==> src/rtl/h_bridge_burst.sv <==
// rtl/h_bridge_burst.sv - transducer transmit burst generator driving a full H-bridge
//
// Purpose:
//   Produces n_cycles full-bridge square-wave cycles. Each half-wave lasts
//   max(half_period,1) clocks. An all-off dead interval separates every change of
//   drive phase. An optional low-side brake follows the burst. A start/busy/done
//   handshake is provided for the register block. Configuration is captured when
//   start is accepted, so later changes to the config inputs do not affect a burst
//   that is already running.
//
//   Optional build macro HB_ILIMIT_EN:
//     Adds the ilim input. ilim high during a burst aborts it and sets the sticky
//     fault flag, which then blocks start until reset. Without the macro, fault is
//     tied 0.
//
// Ports:
//   clk           system clock
//   rst           asynchronous reset, active-low
//   start         1-cycle pulse, begins a burst when idle
//   abort         stops a running burst; all gates go off on the next cycle
//   ilim          overcurrent input (HB_ILIMIT_EN builds only)
//   half_period   drive cycles per half-wave (0 treated as 1)
//   dead          all-off cycles between drive phases (0 = none)
//   n_cycles      full cycles per burst (0 = no drive)
//   brake_len     low-side brake cycles after the burst (0 = none)
//   hlh/hll       left-leg high/low gate drives (registered)
//   hrh/hrl       right-leg high/low gate drives (registered)
//   txrx          1 while transmitting
//   busy          burst in progress
//   done          1-cycle pulse on normal completion
//   fault         sticky overcurrent flag
module h_bridge_burst #(
   parameter int CNT_W  = 16,
   parameter int CYC_W  = 8,
   parameter int DEAD_W = 4
) (
   input  logic              clk,
   input  logic              rst,
   input  logic              start,
   input  logic              abort,
`ifdef HB_ILIMIT_EN
   input  logic              ilim,
`endif
   input  logic [CNT_W-1:0]  half_period,
   input  logic [DEAD_W-1:0] dead,
   input  logic [CYC_W-1:0]  n_cycles,
   input  logic [CNT_W-1:0]  brake_len,
   output logic              hlh,
   output logic              hll,
   output logic              hrh,
   output logic              hrl,
   output logic              txrx,
   output logic              busy,
   output logic              done,
   output logic              fault
);

   typedef enum logic [2:0] {
      S_IDLE, S_DEAD, S_DRV_A, S_DRV_B, S_BRAKE, S_DONE
   } state_t;

   // Phase that follows the current dead interval.
   typedef enum logic [1:0] {T_A, T_B, T_BRAKE} tgt_t;

   localparam logic [CNT_W-1:0] CNT_ONE = CNT_W'(1);
   localparam logic [CYC_W-1:0] CYC_ONE = CYC_W'(1);

   state_t              state, state_n;
   tgt_t                tgt, tgt_n, enter_tgt, go_tgt;
   logic [CNT_W-1:0]    cnt, cnt_n;
   logic [CYC_W-1:0]    cyc, cyc_n;
   logic [CNT_W-1:0]    half_q, brake_q;
   logic [DEAD_W-1:0]   dead_q;
   logic                load_cfg, do_enter, do_go;
   logic                active, active_n;
   logic                abort_eff, start_ok;
   logic [CNT_W-1:0]    drv_last, drv_last_in;

   // Counters hold the remaining cycles minus one, so a duration of 1 loads 0.
   assign drv_last    = (half_q == '0)      ? '0 : half_q - CNT_ONE;
   assign drv_last_in = (half_period == '0) ? '0 : half_period - CNT_ONE;

   assign active = (state == S_DEAD) || (state == S_DRV_A) ||
                   (state == S_DRV_B) || (state == S_BRAKE);

`ifdef HB_ILIMIT_EN
   logic fault_q;

   assign abort_eff = abort | ilim;
   assign start_ok  = ~fault_q;
   assign fault     = fault_q;

   always_ff @(posedge clk or negedge rst) begin
      if (!rst)
         fault_q <= 1'b0;
      else if (ilim && active)
         fault_q <= 1'b1;
   end
`else
   assign abort_eff = abort;
   assign start_ok  = 1'b1;
   assign fault     = 1'b0;
`endif

   always_ff @(posedge clk or negedge rst) begin
      if (!rst) begin
         state   <= S_IDLE;
         tgt     <= T_A;
         cnt     <= '0;
         cyc     <= '0;
         half_q  <= '0;
         dead_q  <= '0;
         brake_q <= '0;
      end else begin
         state <= state_n;
         tgt   <= tgt_n;
         cnt   <= cnt_n;
         cyc   <= cyc_n;
         if (load_cfg) begin
            half_q  <= half_period;
            dead_q  <= dead;
            brake_q <= brake_len;
         end
      end
   end

   always_comb begin
      state_n   = state;
      tgt_n     = tgt;
      cnt_n     = cnt;
      cyc_n     = cyc;
      load_cfg  = 1'b0;
      do_enter  = 1'b0;
      enter_tgt = T_A;
      do_go     = 1'b0;
      go_tgt    = T_A;

      case (state)
         S_IDLE: begin
            // Abort wins over a simultaneous start.
            if (start && !abort && start_ok) begin
               load_cfg = 1'b1;
               cyc_n    = n_cycles;
               if (n_cycles == '0) begin
                  state_n = S_DONE;
               end else if (dead != '0) begin
                  state_n = S_DEAD;
                  cnt_n   = CNT_W'(dead) - CNT_ONE;
                  tgt_n   = T_A;
               end else begin
                  state_n = S_DRV_A;
                  cnt_n   = drv_last_in;
               end
            end
         end
         S_DEAD: begin
            if (cnt != '0) begin
               cnt_n = cnt - CNT_ONE;
            end else begin
               do_go  = 1'b1;
               go_tgt = tgt;
            end
         end
         S_DRV_A: begin
            if (cnt != '0) begin
               cnt_n = cnt - CNT_ONE;
            end else begin
               do_enter  = 1'b1;
               enter_tgt = T_B;
            end
         end
         S_DRV_B: begin
            if (cnt != '0) begin
               cnt_n = cnt - CNT_ONE;
            end else begin
               do_enter  = 1'b1;
               cyc_n     = cyc - CYC_ONE;
               enter_tgt = (cyc > CYC_ONE) ? T_A : T_BRAKE;
            end
         end
         S_BRAKE: begin
            if (cnt != '0)
               cnt_n = cnt - CNT_ONE;
            else
               state_n = S_DONE;
         end
         S_DONE:  state_n = S_IDLE;
         default: state_n = S_IDLE;
      endcase

      // Every phase change passes through a dead interval unless dead is 0.
      if (do_enter) begin
         if (dead_q != '0) begin
            state_n = S_DEAD;
            cnt_n   = CNT_W'(dead_q) - CNT_ONE;
            tgt_n   = enter_tgt;
         end else begin
            do_go  = 1'b1;
            go_tgt = enter_tgt;
         end
      end

      if (do_go) begin
         case (go_tgt)
            T_A: begin
               state_n = S_DRV_A;
               cnt_n   = drv_last;
            end
            T_B: begin
               state_n = S_DRV_B;
               cnt_n   = drv_last;
            end
            default: begin
               if (brake_q != '0) begin
                  state_n = S_BRAKE;
                  cnt_n   = brake_q - CNT_ONE;
               end else begin
                  state_n = S_DONE;
               end
            end
         endcase
      end

      if (active && abort_eff) begin
         state_n = S_IDLE;
         cnt_n   = '0;
         cyc_n   = '0;
      end
   end

   assign active_n = (state_n == S_DEAD) || (state_n == S_DRV_A) ||
                     (state_n == S_DRV_B) || (state_n == S_BRAKE);

   // Gate outputs are decoded from the next state, so they line up with the state register.
   always_ff @(posedge clk or negedge rst) begin
      if (!rst) begin
         hlh  <= 1'b0;
         hll  <= 1'b0;
         hrh  <= 1'b0;
         hrl  <= 1'b0;
         txrx <= 1'b0;
         busy <= 1'b0;
         done <= 1'b0;
      end else begin
         hlh  <= (state_n == S_DRV_A);
         hrl  <= (state_n == S_DRV_A) || (state_n == S_BRAKE);
         hrh  <= (state_n == S_DRV_B);
         hll  <= (state_n == S_DRV_B) || (state_n == S_BRAKE);
         txrx <= active_n;
         busy <= active_n;
         done <= (state_n == S_DONE);
      end
   end

endmodule

==> config.mk <==
export PLATFORM = sky130hd
export DESIGN_NAME = h_bridge_burst
export DESIGN_NICKNAME = d
export VERILOG_FILES = /design/src/rtl/h_bridge_burst.sv
export SDC_FILE = /design/constraint.sdc
export NUM_CORES = 1
export LEC_CHECK = 0
export BUFFER_PORTS_ARGS = -buffer_cell sky130_fd_sc_hd__buf_2
export CORE_ASPECT_RATIO = 2
export CORE_UTILIZATION = 39
export DETAILED_ROUTE_END_ITERATION = 10
export MAX_ROUTING_LAYER = met4
export PLACE_DENSITY = 0.54
export SLEW_MARGIN = 5
export SYNTH_ARGS = -nofsm -noshare
export SYNTH_HDL_FRONTEND = slang
export SYNTH_SLANG_ARGS = --single-unit
==> constraint.sdc <==
create_clock -name clk -period 4.3 [get_ports clk]
set_clock_uncertainty 0.1 [all_clocks]
set_input_delay 0.86 -clock clk [delete_from_list [all_inputs] [get_ports clk]]
set_output_delay 0.86 -clock clk [all_outputs]
set_load 0.01 [all_outputs]
* Word-level counts from Yosys, hierarchy flattened
Index checks and enable logic that the tools add are counted.
** Storage, ports and cells
- Flip-flop bits (word level) :: 71
- Word-level logic and storage cells :: 108
** Cells by class
- Add/sub/neg operators :: 7
- Muxes and demuxes :: 49
- Reductions and logical operators :: 26
- Magnitude comparators :: 1
- Equal/unequal tests :: 12
** Operators by type and width (number)
- 16-bit 2-to-1 mux :: 12
- 16-bit by 1-bit subtractor with 16-bit output, second input constant :: 4
- 16-bit logical NOT :: 2
- 16-bit one-hot mux with 2 select lines :: 1
- 16-bit nonzero test :: 2
- 2-bit 2-to-1 mux :: 13
- 8-bit 2-to-1 mux :: 3
- 3-bit 2-to-1 mux :: 7
- 8-bit one-hot mux with 2 select lines :: 1
- 3-bit by 2-bit equality test with 1-bit output, second input constant :: 4
- 4-bit by 1-bit subtractor with 5-bit output, second input constant :: 2
- 3-bit equality test, second input constant :: 3
- 1-bit 2-to-1 mux :: 9
- 3-bit one-hot mux with 3 select lines :: 1
- 8-bit by 1-bit > comparator with 1-bit output, second input constant :: 1
- 8-bit logical NOT :: 1
- 1-bit logical OR :: 8
- 4-bit nonzero test :: 2
- 8-bit by 1-bit subtractor with 8-bit output, second input constant :: 1
- 3-bit by 1-bit equality test with 1-bit output, second input constant :: 2
- 3-bit one-hot mux with 2 select lines :: 1
- 2-bit one-hot mux with 2 select lines :: 1
- 2-bit OR reduction :: 2
- 4-bit OR reduction :: 1
- 10 further kinds :: 11

* Depth between registers and ports, before layout
Gate-level depths: netlist (run 1).
- Depth after elaboration :: 14
- Depth in mapped cells :: 11
- Mapped depth without buffers :: 9

* Least setup slack after synthesis (run 1)
Ideal clock, no wire load.
- Kind :: input to register
- Start :: in half_period[0]
- End :: reg cnt[14]
- Cell stages on the path :: 10
- Required time :: 4106 ps
- Path slack :: 1336 ps
- Setup time :: 94 ps
- Path buffers :: 1
- Arrival :: 2770 ps
- Cell sequence :: inv_1 ha_1 or4b_1 clkbuf_1 nor3_1 nand2_1 xor2_1 o31ai_1 o21ai_1 a221oi_2
** On the way
- Cells in the longest elaborated chain, start to end :: 12
- Elaborated cells on any way between the ends :: 13
** RTL lines
- start: declaration :: RTL line 44 : input logic [CNT_W-1:0] half_period,
- 16-bit by 1-bit subtractor with 16-bit output / 16-bit logical NOT (equally long branches) :: RTL line 81 : assign drv_last_in = (half_period == '0) ? '0 : half_period - CNT_ONE;
- 16-bit 2-to-1 mux * :: RTL line 81
- 16-bit 2-to-1 mux * :: RTL line 146 : end else if (dead != '0) begin
- 16-bit 2-to-1 mux * :: RTL line 144 : if (n_cycles == '0) begin
- 16-bit 2-to-1 mux * :: RTL line 141 : if (start && !abort && start_ok) begin
- 16-bit one-hot mux with 2 select lines * :: RTL line 138 : case (state)
- 16-bit 2-to-1 mux :: RTL line 193 : if (dead_q != '0) begin
- 16-bit 2-to-1 mux * :: RTL line 192 : if (do_enter) begin
- 16-bit 2-to-1 mux :: RTL line 214 : if (brake_q != '0) begin
- 16-bit 2-to-1 mux :: RTL line 204 : case (go_tgt)
- 16-bit 2-to-1 mux * :: RTL line 203 : if (do_go) begin
- 16-bit 2-to-1 mux * :: RTL line 224 : if (active && abort_eff) begin
- named net cnt_n[14] :: RTL line 70 : logic [CNT_W-1:0] cnt, cnt_n;
- end signal: assignment :: RTL line 117 : cnt <= cnt_n;
- end: declaration :: RTL line 70
The timed path passes the listed nets; every way through them passes the cells marked *.
A chain may end at the register's enable or synchronous reset.

* Worst setup path in the final report (run 1)
- Start :: reg cnt[0]
- End :: reg hll
** On the way
- Cells in the longest elaborated chain, start to end :: 11
- Elaborated cells on any way between the ends :: 25
** RTL lines
- 16-bit nonzero test *
- 2-bit 2-to-1 mux (tied with other cells) :: RTL line 173 : if (cnt != '0) begin
- 2-bit one-hot mux with 2 select lines / 2-bit 2-to-1 mux (equally long branches) :: RTL line 138
- 2-bit 2-to-1 mux :: RTL line 193
- 2-bit 2-to-1 mux :: RTL line 192
- 2-bit by 1-bit equality test with 1-bit output / 2-bit logical NOT (equally long branches) :: RTL line 204
- 3-bit one-hot mux with 2 select lines :: RTL line 204
- 3-bit 2-to-1 mux * :: RTL line 203
- 3-bit 2-to-1 mux * :: RTL line 224
- 3-bit by 2-bit equality test with 1-bit output / 3-bit equality test (equally long branches) :: RTL line 248 : hll <= (state_n == S_DRV_B) || (state_n == S_BRAKE);
- 1-bit logical OR * :: RTL line 248
- end signal: assignment :: RTL line 248
- end: declaration :: RTL line 49 : output logic hll,
Every way passes the cells marked *; elsewhere a longest branch is shown, timed or not.

==> results of run 1 <==
==> through the flow <==
| step | power (mW) | setup WS (ns) | hold WS, ns |
|---|---|---|---|
| 6_report | 4.120 | 1.062 | 0.4246 |
| 3_5_place_dp | 3.257 | 0.9775 | 0.4186 |
| 3_3_place_gp | 3.238 | 1.020 | 0.3914 |
| 5_1_grt | 4.399 | 0.9268 | 0.4675 |
| 2_1_floorplan | 2.632 | 1.336 | 0.3723 |
| 4_1_cts | 4.119 | 1.110 | 0.4335 |
==> logic make-up after synthesis <==
logic type               count (synthesis)  synth area share (%)
adder cells (fa/ha/maj)                 10                 2.453
AO/OA/AOI/OAI                          143                 17.68
buffers and inverters                   45                 3.752
other                                    1               0.07351
multiplexers                            34                 7.457
flip-flops                              71                 34.83
AND/OR/NAND/NOR                        232                 25.85
XOR/XNOR                                46                 7.898
==> layer usage <==
metal	up-vias	global-route usage [%]	share of wire, %
li1	2269	-	-
met1	2342	25.38	33
met2	181	51.68	54
met3	92	4.673	4.0
met4	0	22.49	8.2
met5	-	-	0
==> Yosys cell counts, types with 8 or more instances <==
library cell / n / area (um2)
a211oi_1: 8 / 60.06
buf_2: 9 / 45.04
xor2_1: 24 / 210.2
dfrtp_1: 71 / 1777
a21oi_1: 32 / 160.2
ha_1: 10 / 125.1
nand4_1: 8 / 50.05
inv_1: 18 / 67.56
clkbuf_1: 12 / 45.04
o211ai_1: 11 / 82.58
xnor2_1: 22 / 192.7
or4_1: 12 / 90.09
o21ai_0: 39 / 195.2
nand3_1: 25 / 125.1
nor3_1: 30 / 150.1
nor4_1: 15 / 93.84
mux2_2: 32 / 360.4
nand2_1: 42 / 157.7
nor2_1: 47 / 176.4
==> final cells by class <==
type                       instances  area (um2)
clock inverter                     4       76.32
inverter                          18       67.56
fill                            1274        6782
multi-input combinational        466        3133
sequential                        71        1777
tap                              150       187.7
clock buffer                      12       256.5
timing repair buffer              64       347.8
==> final timing paths <==
kind / end / slack, ns / depth (start not counted)
worst min-delay path: dead_q[1] / 0.42 / 2
min in group asynchronous: cyc[1] / 0.53 / 1
worst max register to register: hll / 1.06 / 9
max in group asynchronous: half_q[2] / 2.90 / 1
worst min register to register: dead_q[1] / 0.42 / 2
worst max-delay path: hll / 1.06 / 9
==> state kept, by name, summed over array words and instances, names as in the netlist <==
signal   cells
hrh          1
tgt          2
hll          1
dead_q       4
hrl          1
cnt         16
hlh          1
cyc          8
state        3
done         1
busy         1
half_q      16
brake_q     16
==> tightest hold or removal path, delay by kind of cell (launching register included) <==
family	cells	cell delay, ns
and+or+nand+nor	1	0.06
DFF	1	0.37
AOI/OAI and AO/OA	1	0.06
==> where the power goes <==
group / total (mW) / internal, mW / switching (mW)
sequential: 1.37 / 0.958 / 0.411
clock: 0.848 / 0.542 / 0.306
combinational: 1.90 / 0.782 / 1.12
total: 4.12 / 2.28 / 1.84
==> qor.yml, run 1 <==
critical_path:
  r2r-start: "cnt[0]"
  slowest_delay_ns: 0.53
  path_buf_inv: 1
  critPathSlowestCell: "or4b_4"
  crit_chain: "inv_1, ha_1, or4b_4, nor4_4, nand2_2, nor2_2, a221oi_1, or3_1, mux2i_1"
  crit_family: "simple AND/OR/NAND/NOR gates"
  critPathLaunch: "cnt[0]"
  worstPathMaxFanout: 7
  critPathRequiredTime_ns: 4.46
  start_kind: "flop"
  critPathArrivalTime_ns: 3.40
  end_kind: "flop"
  critical_path_class: "flop to flop"
clocking:
  insertion_delay_ns: 0.35
  cts_root_buf: "clkbuf_16"
  cts_tree: "built"
  cts_inserted_buffers: 9
  cts_setup_buffers: 0
  clock_sinks: 71
  cts-resized-gates: 0
  cts_buffer_depth: 2
  path_clk_slew_ns: 0.06
  h-tree-depth: 3
  holdBufCountCts: 0
global_route:
  grt_pass1_wl_um: 28160
  grt_use_total_pct: 28.21
  grt_overflow_total: 0
  antenna_found_initial: 0
  grt_pass1_vias: 5116
  grt_max_degree: 72
run:
  cap_violations: 0
final_layout:
  nets: 688
  final_layout_size_suffix_gt1_share_pct: 20.94
  final_common_cell: "dfrtp_1"
  layout.cells.non_filler: 785
  layout_common_cells: "dfrtp_1, buf_2, nor2_1, nand2_1, o21ai_0"
  final_util_pct: 46.29
  area_growth_pct: 14.59
  design_area_um2: 5846
  antenna_cells: 0
placement:
  postPlaceCellArea_um2: 5513
  port_buffers: 54
  routabilityCongestion: 0.9464
  placed_cells: 769
  hpwl_um: 13770
timing:
  finalCriticalPeriod_ns: 3.238
  hold_viol_final: 0
  fmax_mhz: 308.8
  maxSlewHeadroom_pct: 35.85
  timing.setup.tns_ns: 0
  fin_crit_sh_pct: 75.30
  worstMarginPinSlew_ns: 0.9622
  report.final.slew_viol_count: 0
  setup_violations: 0
  rsz0062_at_grt: "no"
power_and_ir_drop:
  power_per_cell_area_nw_per_um2: 704.8
  p_leak_nw: 2.391
  ir_worst_vdd_v: 0.0003839
worst_hold_path:
  hp-start: "dead_q[1]"
  hp-class: "flop to flop"
detailed_routing:
  drt-wirelength-per-cell_um: 22.51
  vias_per_cell: 6.222
  wirelength_um: 17670
  drtAntennaViolNets: 0
  route.detailed.drc: 0
  drt_first_pass_iters: 5
  vias: 4884
  drtIter0Drc: 304
floorplan:
  ios: 56
  initial_core_util_pct: 40.40
  die_area_um2: 13570
  die_w_um: 82.87
  die_h_um: 163.7
  floorplan.rows: 58
  fp.coreArea_um2: 12630
synth:
  async_flop_share_pct: 100.0
  synth-seq-cells: 71
  synth_nets: 640
  synth_edf_count: 0
  ys_types: 66
  synth_flop_cell: "dfrtp_1"
  seq_area_frac_synth_pct: 34.83
  avgSynthCellArea_um2: 8.765
  synth_area_um2: 5101
  yosysWarnings: 0
  synthCells: 582
run_status:
  outcome: "complete, no violations"
Power figures use the tool's default switching activity.
==> run 2, diff against run 1 <==
- ABC_AREA: unset -> 1
- clock period: 4.3 -> 3 ns (I/O delays scaled with it)
==> run 2 against run 1 <==
Net effect:
- die area is 12% higher
- final cell count is 40% higher
- design area is 10% higher
- via count is 18% higher
- combinational power is 75% higher
- first-iteration DRC count is 4.3% higher
- critical endpoint is now busy
==> qor.yml, run 2 <==
critical_path:
  worstPathMaxFanout: 14  # +7
  end_kind: "flop"
  critical_path_class: "flop to flop"
  critPathArrivalTime_ns: 2.82  # -0.58 ns
  start_kind: "flop"
  critPathRequiredTime_ns: 3.13  # -1.33 ns
final_layout:
  antenna_cells: 0  # unchanged
  nets: 965  # +40%
  final_common_cell: "nand2_1"
  layout_common_cells: "nand2_1, nor2_1, inv_1, dfrtp_1, nand3_1"
  area_growth_pct: 12.83
  layout.cells.non_filler: 1102  # +40%
  design_area_um2: 6435  # +10%
  top_regs: "brake_q: 16 flops, cnt: 16 flops, half_q: 16 flops"
  final_layout_size_suffix_gt1_share_pct: 14.84  # -6.1 points
timing:
  rsz0062_at_grt: "no"
  fmax_mhz: 371.8  # +20%
  finalCriticalPeriod_ns: 2.690  # -0.5480 ns
  worstMarginPinSlew_ns: 0.9520  # -0.01017 ns
  report.final.slew_viol_count: 0  # unchanged
  setup_violations: 0  # unchanged
  fin_crit_sh_pct: 89.66  # +14 points
  hold_ws_ns: 0.2934  # -0.1312 ns
  maxSlewHeadroom_pct: 36.53  # +0.68 points
  timing.setup.tns_ns: 0  # unchanged
  hold_viol_final: 0  # unchanged
floorplan:
  die_area_um2: 15140  # +12%
  ios: 56  # unchanged
  die_h_um: 173.0  # +5.7%
  initial_core_util_pct: 39.74  # -0.66 points
  fp.coreArea_um2: 14350  # +14%
  floorplan.rows: 62  # +6.9%
  die_w_um: 87.51  # +5.6%
synth:
  ys_types: 44  # -33%
  synthMuxAreaShare_pct: 0  # -7.5 points
  synth_compound_area_share_pct: 11.67  # -6.0 points
  synth_top_cells_by_count: "nand2_1, nor2_1, inv_1"
  synth_top_cell_area_share_pct: 31.15  # -3.7 points
  synthCells: 853  # +47%
  synth_xor_area_share_pct: 5.529  # -2.4 points
  synth_area_um2: 5703  # +12%
  avgSynthCellArea_um2: 6.686  # -24%
  seq_area_frac_synth_pct: 31.15  # -3.7 points
  synthAdderAreaFrac_pct: 2.194  # -0.26 points
  synth_area_leaders: "dfrtp_1, nand2_1, nor2_1"
  synth_nets: 911  # +42%
  synth.most_common_cell: "nand2_1"
  yosysWarnings: 0  # unchanged
  async_flop_share_pct: 100.0  # unchanged
  synth-simple-area-share_pct: 40.52  # +15 points
  synth-seq-cells: 71  # unchanged
  synth_top_family_by_area: "simple AND/OR/NAND/NOR gates"
  synth_edf_count: 0  # unchanged
  yosysTopAreaCell: "dfrtp_1"
  synth_flop_cell: "dfrtp_1"
global_route:
  antenna_found_initial: 0  # unchanged
  grt_pass1_wl_um: 30520  # +8.4%
  grt_use_total_pct: 27.84  # -0.37 points
  grt_overflow_total: 0  # unchanged
  grt_max_degree: 72  # unchanged
  grt_pass1_vias: 5863  # +15%
placement:
  routabilityCongestion: 0.9627  # +1.7%
  hpwl_um: 15340  # +11%
  postPlaceCellArea_um2: 6170  # +12%
  placed_cells: 1088  # +41%
  port_buffers: 54  # unchanged
clocking:
  holdBufCountCts: 0  # unchanged
  cts_tree: "built"
  cts_inserted_buffers: 9  # unchanged
  path_clk_slew_ns: 0.06  # about the same
  cts_buffer_depth: 2  # unchanged
  cts_root_buf: "clkbuf_16"
  cts_setup_buffers: 0  # unchanged
  insertion_delay_ns: 0.35  # about the same
  clock_sinks: 71  # unchanged
  cts-resized-gates: 0  # unchanged
  h-tree-depth: 3  # unchanged
detailed_routing:
  highest_layer: "met4"
  drt_first_pass_iters: 5  # unchanged
  wirelength_um: 19070  # +7.9%
  drt-wirelength-per-cell_um: 17.30  # -23%
  vias_per_cell: 5.227  # -16%
  drtIter0Drc: 317  # +4.3%
  met3_length_um: 566  # -20%
  vias: 5760  # +18%
  wl_met2_um: 10380  # +7.9%
  wl_met1_um: 6780  # +15%
  route.detailed.drc: 0  # unchanged
  drtAntennaViolNets: 0  # unchanged
worst_hold_path:
  hp-class: "input pin to asynchronous set/reset pin"
power_and_ir_drop:
  power_per_cell_area_nw_per_um2: 952.4  # +35%
  p_leak_nw: 3.119  # +30%
  ir_worst_vdd_v: 0.0003614  # -5.9%
run_status:
  outcome: "complete, no violations"
run:
  cap_violations: 0  # unchanged
run 2: power by group:
part	switching (mW)	total [mW]	internal, mW	leakage [nW]
combinational	2.20	3.33	1.12	2.08
clock	0.406	1.00	0.595	0.132
sequential	0.434	1.80	1.37	0.904
total	3.04	6.13	3.09	3.12
run 2: path summary, 6_finish.rpt:
kind,start,to,slack (ns),cells after the start
max,cnt[0],busy,0.31,11
min,rst,cnt[12],0.29,1
max reg2reg,cnt[0],busy,0.31,11
min reg2reg,brake_q[12],brake_q[12],0.44,2
max in group asynchronous,rst,dead_q[2],1.87,1
min in group clk,brake_len[7],brake_q[7],0.35,3
run 2: cell families (layout without fill, tap and decap cells):
family | count (synthesis) | in the layout
simple gates | 490 | 490
buf+inv | 126 | 183
fa+ha+maj | 10 | 10
flops | 71 | 71
xor+xnor | 36 | 36
compound gates | 119 | 119
other cells | 1 | 1
run 2: layer usage:
| layer | global-route usage (%) | vias to the layer above |
|---|---|---|
| li1 | - | 2871 |
| met1 | 27.63 | 2652 |
| met2 | 48.93 | 166 |
| met3 | 3.580 | 71 |
| met4 | 18.78 | 0 |
| met5 | - | - |
run 2: worst max-delay path, stage by stage, from the launching register on:
cell and delay [ns]:
dfrtp_1 0.42, inv_1 0.20, ha_1 0.26, nand2_1 0.07
nor2_1 0.16, nand2_1 0.36, a21oi_1 0.28, nand2_1 0.22
a21oi_1 0.18, nand2_1 0.12, nand4_1 0.12, nand3_1 0.08
run 2: layout make-up:
class,instances,area (um2)
fillers,1573,7916
multi-input cells,656,3421
flip-flops and latches,71,1777
inverters,109,414.1
repair buffers,60,317.8
clock buffers,13,260.3
well taps,192,240.2
clock inverters,1,5.005
run 2: per-stage QoR:
stage | power, mW | utilization [%] | setup slack (ns)
2_1_floorplan | 4.170 | - | 0.8140
3_3_place_gp | 5.114 | 42.99 | 0.4196
3_5_place_dp | 5.114 | 42.99 | 0.4059
4_1_cts | 6.130 | 44.84 | 0.3797
5_1_grt | 6.650 | 44.84 | 0.1352
6_report | 6.129 | 44.84 | 0.3101
==> run 3, diff against run 2 <==
--- a/config.mk
+++ b/config.mk
@@ -13,3 +13,2 @@
 export MAX_ROUTING_LAYER = met4
-export PLACE_DENSITY = 0.54
 export SLEW_MARGIN = 5
--- a/constraint.sdc
+++ b/constraint.sdc
@@ -4,2 +4,2 @@
 set_output_delay 0.6 -clock clk [all_outputs]
-set_load 0.01 [all_outputs]
+set_load 0.1 [all_outputs]
==> run 3 against run 2 <==
Net effect:
- worst hold slack lost 0.0015 ns
- total power is 6.0% higher
- non-clock buffer count up 2
- fmax grew 8.4%
- critical path type unchanged
- largest cell class unchanged
==> qor.yml, run 3 (synthesis gave the netlist of run 2 again) <==
critical_path:
  critPathLaunch: "cnt[0]"
  reg2reg_setup_slack_ns: 0.52  # +0.21 ns
  worstPathMaxFanout: 7  # -7
  reg2reg_to: "busy"
  path_buf_inv: 3  # +2
  r2r-start: "cnt[0]"
  slowest_delay_ns: 0.41  # about the same
  crit_chain: "inv_1, ha_1, inv_1, nor2_1, nand4_1, nor2_4, nand3_2, nand2_2, inv_2, nor2_1, nand2_1, nand2_2, nand3_4, nand2_2, nand3_1"
  worst-path-stages: 15  # +4
  end_kind: "flop"
  critPathArrivalTime_ns: 2.61  # -0.21 ns
  crit_family: "simple AND/OR/NAND/NOR gates"
  worstRegToRegCells: 15  # +4
  critical_path_class: "flop to flop"
  endpoint: "busy"
  start_kind: "flop"
  critPathSlowestCell: "dfrtp_1"
  crit_path_frequent_cell: "nand2_2"
  critPathRequiredTime_ns: 3.13  # about the same
timing:
  report.final.slew_viol_count: 0  # unchanged
  fin_crit_sh_pct: 82.69  # -7.0 points
  setup_violations: 0  # unchanged
  fmax_mhz: 403.1  # +8.4%
  hold_viol_final: 0  # unchanged
  timing.setup.tns_ns: 0  # unchanged
  rsz0062_at_grt: "no"
  maxSlewHeadroom_pct: 36.63  # +0.099 points
  finalCriticalPeriod_ns: 2.481  # -0.2093 ns
  hold_ws_ns: 0.2920  # -0.001475 ns
  worstMarginPinSlew_ns: 0.9505  # -0.001486 ns
clocking:
  holdBufCountCts: 0  # unchanged
  cts-resized-gates: 0  # unchanged
  cts_inserted_buffers: 9  # unchanged
  cts_setup_buffers: 0  # unchanged
  path_clk_slew_ns: 0.06  # about the same
  cts_root_buf: "clkbuf_16"
  cts_tree: "built"
  h-tree-depth: 3  # unchanged
  clock_sinks: 71  # unchanged
  cts_buffer_depth: 2  # unchanged
  insertion_delay_ns: 0.35  # about the same
global_route:
  antenna_found_initial: 0  # unchanged
  grt_overflow_total: 0  # unchanged
  grt_pass1_wl_um: 29230  # -4.2%
  grt_max_degree: 72  # unchanged
  grt_pass1_vias: 5705  # -2.7%
  grt_use_total_pct: 26.51  # -1.3 points
detailed_routing:
  drtAntennaViolNets: 0  # unchanged
  vias_per_cell: 5.249  # +0.43%
  drtIter0Drc: 279  # -12%
  wirelength_um: 18130  # -4.9%
  drt-wirelength-per-cell_um: 16.42  # -5.1%
  vias: 5795  # +0.61%
  drt_first_pass_iters: 6  # +1
  route.detailed.drc: 0  # unchanged
floorplan:
  die_h_um: 173.0  # unchanged
  die_w_um: 87.51  # unchanged
  fp.coreArea_um2: 14350  # unchanged
  floorplan.rows: 62  # unchanged
  initial_core_util_pct: 39.74  # unchanged
  die_area_um2: 15140  # unchanged
  ios: 56  # unchanged
placement:
  port_buffers: 54  # unchanged
  routabilityCongestion: 0.9760  # +1.4%
  hpwl_um: 14590  # -4.8%
power_and_ir_drop:
  p_leak_nw: 3.141  # +0.70%
  power_per_cell_area_nw_per_um2: 1002  # +5.2%
  ir_worst_vdd_v: 0.0005154  # +43%
final_layout:
  final_layout_size_suffix_gt1_share_pct: 15.13  # +0.30 points
  top_regs: "brake_q: 16 flops, cnt: 16 flops, half_q: 16 flops"
  layout_common_cells: "nand2_1, nor2_1, inv_1, dfrtp_1, nand3_1"
  final_common_cell: "nand2_1"
  antenna_cells: 0  # unchanged
  area_growth_pct: 13.73
  final_util_pct: 45.20  # +0.36 points
  nets: 967  # +0.21%
run_status:
  outcome: "complete, no violations"
run:
  cap_violations: 0  # unchanged
worst_hold_path:
  hp-class: "input pin to asynchronous set/reset pin"
## run 3: area by class of cell
cell class	instances	area, um2
Multi-Input combinational cell	656	3421
Clock inverter	4	72.57
Fill cell	1575	7865
Timing Repair Buffer	62	332.8
Inverter	109	414.1
Clock buffer	10	229.0
Sequential cell	71	1777
Tap cell	192	240.2
## run 3: metal layers
layer / share of wire, % / track usage, %
met1: 35 / 26.10
met3: 3.9 / 3.723
met4: 8.4 / 19.88
met2: 53 / 45.64
met5: 0 / -
## run 3: stage by stage
| stage | setup slack, ns | total power [mW] | area [um2] | cells |
|---|---|---|---|---|
| floorplan | 0.8140 | 4.365 | 5703 | 853 |
| global placement | 0.3173 | 5.326 | 6185 | 1090 |
| detailed placement | 0.3232 | 5.334 | 6185 | 1090 |
| CTS | 0.5458 | 6.487 | 6486 | 1104 |
| global route | 0.2424 | 7.027 | 6486 | 1104 |
| finish | 0.5195 | 6.498 | 6486 | 1104 |
## run 3: how the worst min path moves through the flow
stage / startpoint / end / slack, ns / cells after the start
after CTS: rst / hrh / 0.34 / 1
after floorplan: rst / brake_q[0] / 0.20 / 0
final: rst / hrh / 0.29 / 1
after global placement: tgt[0] / tgt[0] / 0.43 / 2
after detailed placement: tgt[1] / tgt[1] / 0.44 / 2
after global routing: brake_len[7] / brake_q[7] / 0.35 / 3
## run 3: power by group
part	total (mW)	switching (mW)	internal [mW]
Sequential	1.80	0.430	1.37
Clock	1.14	0.420	0.717
Combinational	3.57	2.43	1.14
## run 3: worst register-to-register path, stage by stage (launching register included)
cell	delay (ns)
dfrtp_1	0.41
inv_1	0.18
ha_1	0.24
inv_1	0.06
nor2_1	0.08
nand4_1	0.14
nor2_4	0.23
nand3_2	0.12
nand2_2	0.20
inv_2	0.05
nor2_1	0.11
nand2_1	0.07
nand2_2	0.10
nand3_4	0.10
nand2_2	0.10
nand3_1	0.06
